**config.mk**
```make
export PLATFORM = sky130hd
export DESIGN_NAME = ark_col_sequencer
export DESIGN_NICKNAME = d
export VERILOG_FILES = /design/src/rtl/ark_col_sequencer.sv
export SDC_FILE = /design/constraint.sdc
export NUM_CORES = 1
export LEC_CHECK = 0
export CAP_MARGIN = 20
export CELL_PAD_IN_SITES_DETAIL_PLACEMENT = 2
export CELL_PAD_IN_SITES_GLOBAL_PLACEMENT = 2
export CORE_MARGIN = 2
export CORE_UTILIZATION = 26
export DETAILED_ROUTE_END_ITERATION = 10
export GPL_ROUTABILITY_DRIVEN = 0
export GPL_TIMING_DRIVEN = 0
export PLACE_DENSITY_LB_ADDON = 0.1
export SYNTH_ARGS = -nofsm -noshare
export SYNTH_HDL_FRONTEND = slang
export SYNTH_SLANG_ARGS = --single-unit
```
**constraint.sdc**
```tcl
create_clock -name clk -period 1.8 [get_ports clk]
set_input_delay 0.27 -clock clk [delete_from_list [all_inputs] [get_ports clk]]
set_output_delay 0.27 -clock clk [all_outputs]
set_load 0.01 [all_outputs]
```
**src/rtl/ark_col_sequencer.sv**
```systemverilog
// AddRoundKey sequencer: feeds one 32-bit state column and key word per cycle
// into the shared column-XOR datapath, then captures and returns the 128-bit result.
module ark_col_sequencer #(
    parameter int COL_LAT = 1
) (
    input  logic         clk,
    input  logic         reset,
    input  logic         start_valid,
    output logic         start_ready,
    input  logic [127:0] state_in,
    input  logic [127:0] key_in,
    output logic [7:0]   xm_in_1,
    output logic [7:0]   xm_in_2,
    output logic [7:0]   xm_in_3,
    output logic [7:0]   xm_in_4,
    output logic [31:0]  xm_key,
    output logic [2:0]   xm_i,
    input  logic [127:0] xm_result,
    output logic         result_valid,
    input  logic         result_ready,
    output logic [127:0] result_out,
    output logic         busy
);

    typedef enum logic [1:0] {
        IDLE  = 2'd0,
        ISSUE = 2'd1,
        WAIT  = 2'd2,
        DONE  = 2'd3
    } state_t;

    localparam logic [2:0] WAIT_LAST = 3'(COL_LAT - 1);

    state_t        state;
    state_t        next_state;
    logic [1:0]    col;
    logic [2:0]    wait_cnt;
    logic [127:0]  state_q;
    logic [127:0]  key_q;

    logic          accept;
    logic          issue_step;
    logic          issue_last;
    logic          wait_done;
    logic          capture;
    logic          issue_load;
    logic [1:0]    issue_col;
    logic [127:0]  src_state;
    logic [127:0]  src_key;
    logic [31:0]   issue_word;
    logic [31:0]   issue_kw;
    logic          start_ready_d;
    logic          busy_d;
    logic          result_valid_d;

    // Column 0 is the most significant word of both state and key.
    function automatic logic [31:0] col_word(input logic [127:0] v, input logic [1:0] k);
        logic [31:0] w;
        case (k)
            2'd0:    w = v[127:96];
            2'd1:    w = v[95:64];
            2'd2:    w = v[63:32];
            default: w = v[31:0];
        endcase
        return w;
    endfunction

    assign accept     = (state == IDLE) && start_valid && start_ready;
    assign issue_step = (state == ISSUE) && (col != 2'd3);
    assign issue_last = (state == ISSUE) && (col == 2'd3);
    assign wait_done  = (wait_cnt == WAIT_LAST);
    assign capture    = (state == WAIT) && wait_done;

    // NOTE: state and datapath registers use non-blocking assignments so every
    // register samples pre-edge values, independent of statement order.
    always_ff @(posedge clk or negedge reset) begin
        if (!reset) begin
            state <= IDLE;
        end else begin
            state <= next_state;
        end
    end

    // NOTE: every combinational output gets a default first so no path leaves
    // it unassigned, which would otherwise infer a latch.
    always_comb begin
        next_state = state;
        case (state)
            IDLE:  if (accept)                        next_state = ISSUE;
            ISSUE: if (issue_last)                    next_state = WAIT;
            WAIT:  if (wait_done)                     next_state = DONE;
            DONE:  if (result_valid && result_ready)  next_state = IDLE;
            default:                                  next_state = IDLE;
        endcase
    end

    // Outputs are registered, so this computes the values loaded at the next edge.
    always_comb begin
        start_ready_d  = (next_state == IDLE);
        busy_d         = (next_state != IDLE);
        result_valid_d = (next_state == DONE);
        issue_load     = accept || issue_step;
        issue_col      = accept ? 2'd0 : col + 2'd1;
        src_state      = accept ? state_in : state_q;
        src_key        = accept ? key_in : key_q;
        issue_word     = col_word(src_state, issue_col);
        issue_kw       = col_word(src_key, issue_col);
    end

    always_ff @(posedge clk or negedge reset) begin
        if (!reset) begin
            col          <= 2'd0;
            wait_cnt     <= 3'd0;
            state_q      <= '0;
            key_q        <= '0;
            xm_in_1      <= 8'h00;
            xm_in_2      <= 8'h00;
            xm_in_3      <= 8'h00;
            xm_in_4      <= 8'h00;
            xm_key       <= 32'h0;
            xm_i         <= 3'd0;
            result_out   <= '0;
            start_ready  <= 1'b0;
            busy         <= 1'b0;
            result_valid <= 1'b0;
        end else begin
            start_ready  <= start_ready_d;
            busy         <= busy_d;
            result_valid <= result_valid_d;

            if (accept) begin
                state_q <= state_in;
                key_q   <= key_in;
            end

            if (issue_load) begin
                col     <= issue_col;
                xm_i    <= {1'b0, issue_col};
                xm_in_1 <= issue_word[31:24];
                xm_in_2 <= issue_word[23:16];
                xm_in_3 <= issue_word[15:8];
                xm_in_4 <= issue_word[7:0];
                xm_key  <= issue_kw;
            end

            // xm_* outside this branch keep column 3, so the datapath never sees xm_i >= 4.
            if (issue_last) begin
                wait_cnt <= 3'd0;
            end else if ((state == WAIT) && !wait_done) begin
                wait_cnt <= wait_cnt + 3'd1;
            end

            if (capture) begin
                result_out <= xm_result;
            end
        end
    end

endmodule

```
==> results.sh, run 1 <==
export IMPL_run_status="complete, but fails checks"
export IMPL_violations="negative setup slack"
export IMPL_avgSynthCellArea_sq_um=9.862
export IMPL_clockBufferDepth=3
export IMPL_synth_top_area_share=0.5864
export IMPL_synthArstFlopShare=1.000
export IMPL_multiInputGateArea_sq_mm=0.008383
export IMPL_grt_use_total=0.2334
export IMPL_synth_edff_count=0
export IMPL_ys_seq_area_frac=0.5864
export IMPL_worstReg2RegStart="state[0]"
export IMPL_row_count=100
export IMPL_synth_top_cells_by_area="dfrtp_1 (59%), nand2_1 (16%), mux2_2 (7.4%)"
export IMPL_critPathKind="flip-flop to flip-flop"
export IMPL_dr_pass1_iters=5
export IMPL_die_y_um=278.2
export IMPL_fin_crit_ps=2040
export IMPL_critical_path_startpoint_type="flip-flop"
export IMPL_path_cells="buf_6 > nor4bb_4 > buf_6 > buf_12 > buf_16 > buf_12 > buf_12 > buf_12 > nand2_4 > o311a_1 > a211oi_2"
export IMPL_slowest_delay_ps=390
export IMPL_yosysTopAreaCell="dfrtp_1"
export IMPL_synth_distinct_cells=32
export IMPL_drc_errors=0
export IMPL_path_common_cell="buf_12"
export IMPL_fillerInstances=7700
export IMPL_syn_nets=2373
export IMPL_rsz0062_at_grt="yes"
export IMPL_die_x_um=278.2
export IMPL_critPathBufInv=7
export IMPL_io_buffer_count=584
export IMPL_num_vias=17510
export IMPL_setup_tns_ps=-36790
export IMPL_leakage_nw=14.43
export IMPL_nets=3092
export IMPL_fin_skew_ps=13.08
export IMPL_grt_pass1_vias=19710
export IMPL_final_util=0.4267
export IMPL_ant_nets=0
export IMPL_syn_to_final_growth_pct=62.51
export IMPL_p_per_area_mw_per_mm2=1947
export IMPL_drt_iter0_drc=664
export IMPL_syn_inst=1982
export IMPL_finalHoldViolations=0
export IMPL_vias_per_cell=4.706
export IMPL_setup_ws_ps=-239.7
export IMPL_grt_pass1_wl_mm=134.1
export IMPL_grt_overflow=0
export IMPL_drive_above_1_share=0.2384
export IMPL_fmax_ghz=0.4903
export IMPL_routedWlPerCell_um=25.31
export IMPL_critPathArrivalTime_ps=2560
export IMPL_htreeDepth=2
export IMPL_slew_viol_final=0
export IMPL_grt_max_degree=116
export IMPL_clkLatencyLatePin_ps=600
export IMPL_io_pins=586
export IMPL_cts_made_buffers=55
export IMPL_seqCellArea_sq_mm=0.01146
export IMPL_yosys_most_used_dff="dfrtp_1"
export IMPL_post_route_period_util=1.133
export IMPL_core_sq_mm=0.07445
export IMPL_wirelength_mm=94.17
export IMPL_clkSinkCount=458
export IMPL_critPathTopFamily="buffers and inverters"
export IMPL_ys_seq_elements=458
export IMPL_syn_area_sq_mm=0.01955
export IMPL_maxCapViolCount=0
export IMPL_worst_pin_slew_ps=747.9
export IMPL_hold_path_class="primary input to asynchronous set/reset pin"
export IMPL_cp_slowest_cell="dfrtp_1"
export IMPL_worstSetupEndpointType="flip-flop"
export IMPL_relSlewSlack=0.5014
export IMPL_path_max_fanout=5
export IMPL_cts_root_buffer="clkbuf_16"
export IMPL_crit_required_ps=2320
export IMPL_setup_viol=312
export IMPL_cts_tree="yes"
export IMPL_hpwl_mm=67.00
export IMPL_die_area_sq_mm=0.07739
export IMPL_clk_pin_slew_worst_paths_ps=60
export IMPL_crit_start="state[0]"
export IMPL_peakVddDrop_uv=820.1
export IMPL_ys_warn_count=0
export IMPL_antenna_found_initial=24
export IMPL_pre_cts_slack_ps=-1240
export IMPL_start_util=0.2626
==> synth_stat cells, types with 3 or more instances <==
| cell | number |
|---|---|
| dfrtp_1 | 458 |
| buf_1 | 3 |
| ha_1 | 3 |
| nand2b_1 | 4 |
| nand3_1 | 3 |
| clkbuf_1 | 78 |
| inv_1 | 3 |
| nand2_1 | 838 |
| o21ai_0 | 4 |
| a211oi_1 | 3 |
| o311a_1 | 62 |
| nand3b_1 | 4 |
| buf_2 | 34 |
| nor3_1 | 65 |
| buf_4 | 12 |
| a211oi_2 | 62 |
| mux2_2 | 128 |
| nor2_1 | 130 |
| a21oi_1 | 66 |
| buf_6 | 10 |
==> registers in the layout (all words and copies together) (netlist names) <==
register      flops
state             2
busy              1
xm_in_2           8
key_q           128
result_valid      1
xm_in_1           8
xm_key           32
result_out      128
xm_in_4           8
col               2
start_ready       1
wait_cnt          3
xm_in_3           8
state_q         128
==> power by group <==
group | total (mW) | internal (mW) | switching (mW)
clock | 11.2 | 6.64 | 4.59
combinational | 32.2 | 16.1 | 16.2
sequential | 18.4 | 15.3 | 3.04
==> timing repair <==
| item | CTS | global route |
|---|---|---|
| setup endpoints to repair | 618 | 730 |
| endpoints found under the hold margin | 44 | 0 |
| setup buffers | 32 | 27 |
| pin swaps | 32 | 76 |
| gates resized for setup | 329 | 251 |
| hold buffers | 1 | 0 |
| cloned | 8 | 14 |
==> cells by family (layout without fill, tap and decap cells) <==
logic type                 count (synthesis)  count (layout)  synth area share
and+or+nand+nor                         1048            1049            0.2080
DFF                                      458             458            0.5864
other                                      1              14         0.0001919
muxes                                    130             130           0.07541
AOI/OAI and AO/OA                        201             201           0.09243
xor gates and xnor gates                   1               1         0.0004482
adders and majority gates                  3               3          0.001921
buffers and inverters                    140             896           0.03521
==> worst paths after layout <==
| path | endpoint | slack [ps] | depth (start not counted) |
|---|---|---|---|
| min in group clk | key_q[59] | 200 | 3 |
| min | result_out[107] | 170 | 2 |
| max in group asynchronous | key_q[0] | 120 | 4 |
| max reg2reg | xm_in_1[4] | -240 | 11 |
| max | xm_in_1[4] | -240 | 11 |
| min reg2reg | state_q[91] | 480 | 2 |
==> stage by stage <==
step	instances	power [mW]	cell area [sq um]	hold slack (ps)
CTS	3673	59.78	30320	151.5
floorplan	1982	31.55	19620	-25.59
detailed placement	3539	44.32	26800	210.4
finish	3721	61.83	31760	169.0
global route	3716	65.55	31750	193.0
global placement	3535	43.33	26680	457.9
==> metal layers <==
layer	wire length [um]	share of wire	vias to the layer above	track usage
li1	-	-	7976	-
met1	37480	0.40	8938	0.2756
met2	48120	0.51	432	0.4148
met3	5595	0.059	146	0.05918
met4	2853	0.030	18	0.07166
met5	121	0.0013	-	0
==> cell usage in the layout, fill, tap and decap left out, types with 30 or more instances in the layout <==
| cell type | count |
|---|---|
| clkdlybuf4s50_1 | 575 |
| nand2_4 | 30 |
| nand2_1 | 746 |
| mux2_2 | 128 |
| nand2_2 | 61 |
| nor2_1 | 124 |
| o311a_1 | 42 |
| a211oi_2 | 62 |
| a21oi_1 | 65 |
| dfrtp_1 | 456 |
| buf_12 | 58 |
| buf_4 | 36 |
| clkbuf_16 | 75 |
| nor3_1 | 30 |
==> worst register-to-register path: cells and delay by family (launching register included) <==
kind	cells	cell delay [ps]
simple gates	2	340
flops	1	390
buf+inv	7	910
compound gates	2	310
==> layout make-up <==
cell class / count / share of cell area
multi-input combinational: 1385 / 0.2639
inverter: 3 / 0.0003545
antenna: 13 / 0.001024
clock buffer: 86 / 0.05176
buffer: 132 / 0.05767
timing repair buffer: 666 / 0.2220
clock inverter: 9 / 0.004254
tap: 969 / 0.03817
sequential: 458 / 0.3609
(Power assumes the default switching activity.)
==> inputs of run 2 (changes only) <==
- GPL_ROUTABILITY_DRIVEN: 0 -> 1
- MAX_ROUTING_LAYER: unset -> met4
==> results.sh, run 2 (synthesis results as in run 1) <==
export IMPL_fin_cells=3703
export IMPL_die_x_um=278.2
export IMPL_clkLatencyLatePin_ps=610
export IMPL_clockBufferDepth=3
export IMPL_row_count=100
export IMPL_ant_nets=0
export IMPL_critical_path_startpoint_type="flip-flop"
export IMPL_drc_errors=0
export IMPL_critPathKind="flip-flop to flip-flop"
export IMPL_fmax_ghz=0.4900
export IMPL_vias_per_cell=4.664
export IMPL_violations="negative setup slack"
export IMPL_worstReg2RegStart="state[0]"
export IMPL_slowest_delay_ps=400
export IMPL_dr_pass1_iters=5
export IMPL_final_common_cell="nand2_1"
export IMPL_grt_use_total=0.2406
export IMPL_grt_pass1_vias=19670
export IMPL_relSlewSlack=0.5386
export IMPL_fillerInstances=7777
export IMPL_cts_tree="yes"
export IMPL_grt_pass1_wl_mm=134.2
export IMPL_clk_pin_slew_worst_paths_ps=60
export IMPL_crit_required_ps=2310
export IMPL_cts_made_buffers=55
export IMPL_setup_ws_ps=-240.6
export IMPL_setup_viol=420
export IMPL_io_pins=586
export IMPL_path_common_cell="buf_12"
export IMPL_die_y_um=278.2
export IMPL_final_util=0.4136
export IMPL_worstSetupEndpointType="flip-flop"
export IMPL_core_sq_mm=0.07445
export IMPL_reg_largest_list="key_q (128), result_out (128), state_q (128)"
export IMPL_p_per_area_mw_per_mm2=1946
export IMPL_drt_iter0_drc=662
export IMPL_fin_skew_ps=15.67
export IMPL_wirelength_mm=91.39
export IMPL_hold_path_class="primary input to asynchronous set/reset pin"
export IMPL_peakVddDrop_uv=802.7
export IMPL_leakage_nw=13.96
export IMPL_path_max_fanout=11
export IMPL_clkSinkCount=458
export IMPL_fin_crit_ps=2041
export IMPL_gp_congestion=0.8149
export IMPL_cts_root_buffer="clkbuf_16"
export IMPL_maxCapViolCount=0
export IMPL_start_util=0.2626
export IMPL_htreeDepth=2
export IMPL_drive_above_1_share=0.2018
export IMPL_io_buffer_count=584
export IMPL_antenna_found_initial=24
export IMPL_path_cells="buf_6 > nor4bb_4 > buf_6 > buf_12 > buf_12 > buf_12 > nand2_1 > o311a_1 > a211oi_2"
export IMPL_worst_pin_slew_ps=692.2
export IMPL_hpwl_mm=67.00
export IMPL_routedWlPerCell_um=24.68
export IMPL_post_route_period_util=1.134
export IMPL_critPathBufInv=5
export IMPL_syn_to_final_growth_pct=57.53
export IMPL_critPathTopFamily="buffers and inverters"
export IMPL_nets=3064
export IMPL_grt_overflow=0
export IMPL_power_mw=59.93
export IMPL_crit_start="state[0]"
export IMPL_grt_max_degree=116
export IMPL_postLayoutCellArea_sq_mm=0.03079
export IMPL_run_status="complete, but fails checks"
export IMPL_cp_slowest_cell="dfrtp_1"
export IMPL_mostFrequentLayoutCells="nand2_1 (797), clkdlybuf4s50_1 (579), dfrtp_1 (456)"
export IMPL_slew_viol_final=0
export IMPL_finalHoldViolations=0
export IMPL_rsz0062_at_grt="yes"
export IMPL_critPathArrivalTime_ps=2550
export IMPL_place_area_sq_mm=0.02680
export IMPL_num_vias=17270
export IMPL_placed_cells=3539
export IMPL_die_area_sq_mm=0.07739
## run 2: cell type report
class	instances	area [sq um]	share of cell area
Inverter	3	11.26	0.0003657
Antenna cell	23	57.56	0.001869
Clock inverter	9	135.1	0.004389
Multi-Input combinational cell	1385	7960	0.2585
Clock buffer	86	1644	0.05340
Buffer	132	1669	0.05421
Tap cell	969	1212	0.03938
Timing Repair Buffer	638	6638	0.2156
Sequential cell	458	11460	0.3723
## run 2: where the power goes
part / total, mW / switching [mW] / internal [mW]
clock: 11.2 / 4.57 / 6.64
sequential: 18.3 / 2.99 / 15.3
combinational: 30.4 / 15.5 / 14.9
total: 59.9 / 23.0 / 36.9
## run 2: final timing paths
check	endpoint	slack, ps	depth (start not counted)
min in group clk	state_q[25]	190	3
worst max register to register	xm_key[6]	-240	9
worst min-delay path	result_out[107]	170	2
max in group asynchronous	key_q[0]	150	4
worst min register to register	key_q[32]	480	2
worst max-delay path	xm_key[6]	-240	9
## run 2: stage by stage
stage | TNS, ps | hold slack (ps) | setup slack (ps)
after CTS | -50550 | 151.5 | -251.3
after global placement | - | 457.9 | -21300
after floorplan | 0 | -25.59 | 3.653
final | -44750 | 170.2 | -240.6
after global routing | -86720 | 191.2 | -320.7
after detailed placement | -358030 | 210.4 | -1240
## run 2: repair_timing
item                       CTS  global route
gates cloned                 8             4
hold buffers                 1             0
pin swaps                   32            24
setup endpoints to repair  618           701
buffers inserted            32             7
hold endpoints to repair    44             0
resized for setup          329            94
## run 2: worst register-to-register path, stage by stage (launching register included)
cell and delay (ps):
dfrtp_1 400, buf_6 140, nor4bb_4 320, buf_6 180
buf_12 120, buf_12 150, buf_12 160, nand2_1 90
o311a_1 150, a211oi_2 220
## run 2: layer usage
metal / wire, um / vias to the layer above / GRT usage
met2: 46720 / 415 / 0.4143
met3: 5289 / 111 / 0.05851
met4: 2352 / 0 / 0.07235
met5: 0 / - / -
met1: 37030 / 8820 / 0.2767
li1: - / 7926 / -
==> inputs of run 3 (changes only) <==
- CTS_CLUSTER_SIZE: unset -> 14
==> results.sh, run 3 (synthesis results as in run 1) <==
export IMPL_run_status="complete, but fails checks"
export IMPL_violations="negative setup slack"
export IMPL_critPathBufInv=6
export IMPL_nets=3090
export IMPL_cts_tree="yes"
export IMPL_rsz0062_at_grt="yes"
export IMPL_crit_required_ps=2320
export IMPL_clk_pin_slew_worst_paths_ps=60
export IMPL_setup_ws_ps=-169.4
export IMPL_grt_max_degree=116
export IMPL_fmax_ghz=0.5078
export IMPL_syn_to_final_growth_pct=62.90
export IMPL_worstReg2RegStart="state[0]"
export IMPL_pre_cts_slack_ps=-1240
export IMPL_critPathArrivalTime_ps=2490
export IMPL_worstSetupEndpointType="flip-flop"
export IMPL_drt_iter0_drc=631
export IMPL_antenna_found_initial=26
export IMPL_clkLatencyLatePin_ps=610
export IMPL_post_route_period_util=1.094
export IMPL_hpwl_mm=67.00
export IMPL_grt_pass1_wl_mm=135.2
export IMPL_path_cells="buf_6 > nor4bb_4 > buf_6 > buf_12 > buf_16 > buf_12 > buf_4 > nand2_1 > o311a_1 > a211oi_2"
export IMPL_drt_met1_wl_mm=37.89
export IMPL_postLayoutCellArea_sq_mm=0.03184
export IMPL_die_y_um=278.2
export IMPL_leakage_nw=14.63
export IMPL_fin_cells=3733
export IMPL_htreeDepth=2
export IMPL_cp_slowest_cell="dfrtp_1"
export IMPL_mostFrequentLayoutCells="nand2_1 (708), clkdlybuf4s50_1 (576), dfrtp_1 (456)"
export IMPL_gp_congestion=0.8149
export IMPL_vias_per_cell=4.705
export IMPL_die_area_sq_mm=0.07739
export IMPL_wl_met2_mm=48.04
export IMPL_peakVddDrop_uv=829.3
export IMPL_core_sq_mm=0.07445
export IMPL_maxCapViolCount=0
export IMPL_io_pins=586
export IMPL_path_max_fanout=11
export IMPL_io_buffer_count=584
export IMPL_p_per_area_mw_per_mm2=1946
export IMPL_fin_crit_ps=1969
export IMPL_finalHoldViolations=0
export IMPL_wl_met3_mm=5.426
export IMPL_worst_pin_slew_ps=718.7
export IMPL_critPathKind="flip-flop to flip-flop"
export IMPL_hold_path_class="primary input to asynchronous set/reset pin"
export IMPL_row_count=100
export IMPL_fillerInstances=7705
export IMPL_relSlewSlack=0.5209
export IMPL_cts_made_buffers=55
export IMPL_grt_use_total=0.2427
export IMPL_dr_pass1_iters=4
export IMPL_power_mw=61.95
export IMPL_highest_layer="met4"
export IMPL_routedWlPerCell_um=25.18
export IMPL_setup_viol=381
export IMPL_slowest_delay_ps=390
export IMPL_start_util=0.2626
export IMPL_drive_above_1_share=0.2526
export IMPL_drc_errors=0
export IMPL_clockBufferDepth=3
export IMPL_critPathTopFamily="buffers and inverters"
export IMPL_fin_skew_ps=14.22
export IMPL_place_area_sq_mm=0.02680
export IMPL_worst_r2r_path_depth=10
export IMPL_final_common_cell="nand2_1"
export IMPL_num_vias=17560
export IMPL_die_x_um=278.2
export IMPL_wirelength_mm=93.99
export IMPL_clkSinkCount=458
export IMPL_multiInputGateArea_sq_mm=0.008557
export IMPL_placed_cells=3539
export IMPL_rrSetupSlack_ps=-170
export IMPL_grt_pass1_vias=19810
export IMPL_critical_path_startpoint_type="flip-flop"
export IMPL_grt_overflow=0
export IMPL_cts_root_buffer="clkbuf_16"
export IMPL_reg_largest_list="key_q (128), result_out (128), state_q (128)"
export IMPL_ant_nets=0
export IMPL_seqCellArea_sq_mm=0.01146
export IMPL_timing_rr_end="xm_key[31]"
export IMPL_slew_viol_final=0
==> run 3: cell count changes in the layout (fill, tap and decap cells not counted), sizes merged <==
cell           before  now
dlygate4sd2         3    2
clkbuf            156  164
buf               116  133
clkinv              5    7
diode              23   25
dlymetal6s2s        1    4
bufinv              3    5
clkdlybuf4s50     579  576
==> run 3: area by class of cell <==
| cell class | count | area share |
|---|---|---|
| Clock buffer | 84 | 0.05108 |
| Sequential cell | 458 | 0.3600 |
| Clock inverter | 13 | 0.006445 |
| Inverter | 3 | 0.0003537 |
| Timing Repair Buffer | 663 | 0.2189 |
| Antenna cell | 25 | 0.001965 |
| Buffer | 133 | 0.05442 |
| Tap cell | 969 | 0.03808 |
| Multi-Input combinational cell | 1385 | 0.2687 |
==> run 3: power by group <==
| part | switching [mW] | total [mW] | internal (mW) |
|---|---|---|---|
| Clock | 4.64 | 11.5 | 6.89 |
| Combinational | 16.3 | 32.0 | 15.7 |
| Sequential | 3.14 | 18.5 | 15.3 |
| Total | 24.0 | 61.9 | 37.9 |
==> run 3: stage by stage <==
step	hold WS, ps	TNS, ps	util
floorplan	-25.59	0	-
global placement	457.9	-	0.3584
detailed placement	210.4	-358030	0.3599
CTS	151.5	-46650	0.4092
global route	193.3	-63260	0.4277
finish	169.5	-27500	0.4277
==> run 3: how the worst max path moves through the flow <==
stage                      from  cells after the start           to  slack [ps]
detailed placement  start_valid                      7  state_q[74]       -1240
global placement          reset                      1    key_q[12]      -21300
CTS                    state[0]                      9    xm_key[9]        -220
finish                 state[0]                     10   xm_key[31]        -170
global route           state[0]                     10   xm_key[31]        -250
floorplan                col[0]                      7   xm_in_2[3]           4
==> run 3: timing repair <==
action / 4_1_cts / 5_1_grt
endpoints found under the setup margin: 618 / 682
gates cloned: 13 / 10
endpoints found under the hold margin: 44 / 0
resized for setup: 335 / 268
hold buffers: 1 / 0
pin swaps: 37 / 113
buffers inserted: 30 / 29
==> run 3: routing by layer <==
layer,track usage,vias to the layer above
li1,-,7992
met1,0.2785,9009
met2,0.4134,435
met3,0.06002,126
met4,0.08288,0
met5,-,-
